<file path="src/rtl/mux_2to1_arb.sv">
// Round-robin two-requester arbiter driving a 2:1 select into a one-entry valid/ready output buffer.
// Optional `ARB_STATS_EN adds saturating per-side transfer counters a_cnt/b_cnt.
module mux_2to1_arb #(
    parameter int WIDTH     = 8,
    parameter int MAX_BURST = 4
) (
    input  logic             clk,
    input  logic             rst,
    input  logic             a_valid,
    input  logic [WIDTH-1:0] a_data,
    output logic             a_ready,
    input  logic             b_valid,
    input  logic [WIDTH-1:0] b_data,
    output logic             b_ready,
    output logic             y_valid,
    output logic [WIDTH-1:0] y_data,
    input  logic             y_ready,
    output logic             s
`ifdef ARB_STATS_EN
    ,
    output logic [15:0]      a_cnt,
    output logic [15:0]      b_cnt
`endif
);

    typedef enum logic [1:0] {
        IDLE  = 2'd0,
        SEL_A = 2'd1,
        SEL_B = 2'd2
    } state_t;

    localparam logic [7:0] BURST_LAST = 8'(MAX_BURST - 1);

    state_t     state;
    state_t     next_state;
    logic       last;
    logic [7:0] burst_cnt;
    logic       space;
    logic       xfer_a;
    logic       xfer_b;
    logic       xfer;
    logic       entering;

    // Readies only depend on the grant and on whether the buffer can take a word this cycle.
    always_comb begin
        space   = !y_valid || y_ready;
        a_ready = (state == SEL_A) && space;
        b_ready = (state == SEL_B) && space;
        xfer_a  = a_valid && a_ready;
        xfer_b  = b_valid && b_ready;
        xfer    = xfer_a || xfer_b;
    end

    always_comb begin
        next_state = state;
        case (state)
            IDLE: begin
                if (a_valid && b_valid)
                    next_state = last ? SEL_A : SEL_B;
                else if (a_valid)
                    next_state = SEL_A;
                else if (b_valid)
                    next_state = SEL_B;
            end
            SEL_A: begin
                if (!a_valid)
                    next_state = b_valid ? SEL_B : IDLE;
                else if (xfer_a && (burst_cnt == BURST_LAST) && b_valid)
                    next_state = SEL_B;
            end
            SEL_B: begin
                if (!b_valid)
                    next_state = a_valid ? SEL_A : IDLE;
                else if (xfer_b && (burst_cnt == BURST_LAST) && a_valid)
                    next_state = SEL_A;
            end
            default: next_state = IDLE;
        endcase
        entering = (next_state != state) && (next_state != IDLE);
    end

    // A fresh grant restarts the burst count; s and last only move when a side is newly granted.
    always_ff @(posedge clk or posedge rst) begin
        if (rst) begin
            state     <= IDLE;
            s         <= 1'b0;
            last      <= 1'b1;
            burst_cnt <= 8'd0;
        end else begin
            state <= next_state;
            if (entering) begin
                burst_cnt <= 8'd0;
                last      <= (next_state == SEL_B);
                s         <= (next_state == SEL_B);
            end else if (xfer && (burst_cnt != 8'hFF)) begin
                burst_cnt <= burst_cnt + 8'd1;
            end
        end
    end

    always_ff @(posedge clk or posedge rst) begin
        if (rst) begin
            y_valid <= 1'b0;
            y_data  <= '0;
        end else if (xfer) begin
            y_valid <= 1'b1;
            y_data  <= s ? b_data : a_data;
        end else if (y_ready) begin
            y_valid <= 1'b0;
        end
    end

`ifdef ARB_STATS_EN
    always_ff @(posedge clk or posedge rst) begin
        if (rst) begin
            a_cnt <= 16'd0;
            b_cnt <= 16'd0;
        end else begin
            if (xfer_a && (a_cnt != 16'hFFFF))
                a_cnt <= a_cnt + 16'd1;
            if (xfer_b && (b_cnt != 16'hFFFF))
                b_cnt <= b_cnt + 16'd1;
        end
    end
`endif

endmodule

</file>
<file path="config.mk">
export PLATFORM = sky130hd
export DESIGN_NAME = mux_2to1_arb
export DESIGN_NICKNAME = d
export VERILOG_FILES = /design/src/rtl/mux_2to1_arb.sv
export SDC_FILE = /design/constraint.sdc
export NUM_CORES = 1
export LEC_CHECK = 0
export CAP_MARGIN = 20
export CORE_MARGIN = 3
export CORE_UTILIZATION = 30
export CTS_BUF_LIST = sky130_fd_sc_hd__clkbuf_8
export DETAILED_ROUTE_END_ITERATION = 16
export SYNTH_ARGS = -nofsm -noshare
export SYNTH_HDL_FRONTEND = slang
export SYNTH_SLANG_ARGS = --single-unit
</file>
<file path="constraint.sdc">
create_clock -name clk -period 2.99 [get_ports clk]
set_input_delay 0.4485 -clock clk [delete_from_list [all_inputs] [get_ports clk]]
set_output_delay 0.4485 -clock clk [all_outputs]
set_load 0.05 [all_outputs]
</file>
==> qor.csv <==
metric,value,unit
status,"complete, no violations",
cts_resized,0,
layout_commonest_cell,clkdlybuf4s50_1,
clock-sinks,21,
die_h,69.7,um
path_max_fanout,12,
vias_per_cell,5.39,
cts.reportedPaths.clkPinSlew,0.08,ns
p_per_area,735,mW/mm^2
r2r_end,burst_cnt[6],
max_stage_delay,0.82,ns
cts_root_buf,clkbuf_8,
grt_first_pass_wirelength,4940,um
io_buffers,32,
synth.avg_cell_area,9.08,sq um
final_layout_size_suffix_gt1_frac,0.0432,
post_cts_buffers,0,
r2r_slack,1.04,ns
io_pins,33,
synthFlopType,dfrtp_1,
ys_warn_count,0,
track_usage,0.124,
critical_path_class,flop to output pin,
endpoint_kind,output pin,
die_area,0.00485,sq mm
drc,0,
wl_per_cell,13.8,um
overflow,0,
crit_path_start_kind,flop,
synth_edf_count,0,
netlist_area,0.00122,sq mm
hold_path.class,flop to flop,
antenna_left,0,
drt_pre_antenna_iters,5,
core,0.00377,sq mm
max-slew-margin-rel,0.446,
max_freq,0.403,GHz
grt_pass1_vias,1100,
hold_viol_final,0,
ctsHtreeMaxLevel,1,
min_from,y_data[6],
fin_crit_sh,0.829,
min_to,y_data[6],
r2r_cells,5,
cts_buffers,3,
clk_latency,0.26,ns
synthArstFlopShare,1.00,
p_leak,0.000662,uW
routabilityCongestion,0.832,
worst_hold_path.num_cells,2,
post-dp-hpwl,2110,um
nets,185,
postCtsHoldBufs,0,
wl,2890,um
ys_seq_elements,21,
slew_violations,0,
p_total,1170,uW
cts.path.max_buffers,2,
dieWidth,69.7,um
irDropWorstVdd,0.000398,V
grt_max_degree,22,
antennaDiodeCount,0,
drt_iter0_drc,33,
final_cell_mix,"clkdlybuf4s50_1 (32), dfrtp_1 (20), o21ai_0 (17)",
cts_tree,built,
drv_cap,0,
r2r-start,burst_cnt[0],
required,2.54,ns
finClkSkew,0.00222,ns
min_period,2.48,ns
ys_seq_area_frac,0.433,
fill_cells,350,
setup_tns,0,ns
antenna_found_initial,0,
rsz0062_at_grt,false,
worst_pin_slew,0.830,ns
slowest_stage,clkdlybuf4s50_1,
crit_arrival,2.03,ns
vias,1131,
yosysUniqueCellTypes,38,
initial_core_util,0.322,
syn2layout_area_growth,31.5,%
cp_cell_sequence,inv_1 > nor3_1 > clkdlybuf4s50_1,
syn_nets,156,
rows,22,
synth_cells,134,
setup_viol,0,
## metrics by stage
step	setup WS (ns)	cell area, sq um	utilization	cells	hold WS (ns)
detailed placement	0.571	1550	0.412	206	0.474
floorplan	0.694	1220	-	134	0.424
global placement	0.602	1550	0.412	206	0.463
finish	0.510	1600	0.424	210	0.485
global route	0.385	1600	0.424	210	0.520
CTS	0.525	1600	0.424	210	0.495
## cells in the mapped netlist, types with 2 or more instances
master | instances | area (sq um)
dfrtp_1 | 20 | 500
o21ai_0 | 17 | 85.1
nand2_1 | 13 | 48.8
a21oi_1 | 9 | 45.0
mux2i_1 | 8 | 80.1
clkbuf_1 | 6 | 22.5
nor2_1 | 6 | 22.5
nand3_1 | 5 | 25.0
inv_1 | 4 | 15.0
nand4_1 | 4 | 25.0
o31ai_1 | 4 | 30.0
nor3_1 | 3 | 15.0
or4_1 | 3 | 22.5
a211oi_1 | 2 | 15.0
a22oi_1 | 2 | 15.0
buf_6 | 2 | 22.5
nand2b_1 | 2 | 12.5
nor4b_1 | 2 | 17.5
o211ai_1 | 2 | 15.0
or3_1 | 2 | 12.5
## state kept, by name, indices dropped and copies added, names as in the netlist
name       flops
y_valid        1
burst_cnt      8
last           1
state          2
s              1
y_data         8
## power by group
group / leakage (uW) / internal, uW / switching [uW]
logic: 0.000367 / 200 / 355
clock network: 0.0000269 / 91.6 / 93.9
registers: 0.000269 / 359 / 75.3
total: 0.000662 / 651 / 524
## cell families (layout without fill, tap and decap cells)
family	count (synthesis)	count (layout)	share of synthesized area
simple gates	48	48	0.220
compound gates	43	43	0.217
flops	21	21	0.433
buf+inv	13	41	0.0535
mux	8	8	0.0658
fa+ha+maj	1	1	0.0103
## how the worst max path moves through the flow
stage,endpoint,startpoint,slack [ns]
final,b_ready,state[1],0.51
after global routing,b_ready,state[1],0.38
after CTS,b_ready,state[1],0.53
after detailed placement,b_ready,y_ready,0.57
after global placement,b_ready,y_ready,0.60
after floorplan,a_ready,y_valid,0.69
## critical path, delay by kind of cell, from the launching register on
kind	cells	cell delay, ns
simple gates	1	0.20
flops	1	0.56
buf+inv	2	1.01
## final cells by class
cell class	count	area [sq um]	share of cell area
tap	48	60.1	0.0376
inverter	4	15.0	0.00939
sequential	21	527	0.329
clock buffer	3	41.3	0.0258
clock inverter	1	3.75	0.00235
timing repair buffer	33	328	0.205
multi-input combinational	100	624	0.390
## layer usage
layer | track usage | wire length, um | vias up
met4 | 0.0468 | 38 | 0
met1 | 0.157 | 1220 | 529
met5 | 0 | 0 | -
met2 | 0.200 | 1410 | 43
li1 | - | - | 554
met3 | 0.0362 | 222 | 5
Note: power is estimated with default switching activity, not from simulation.
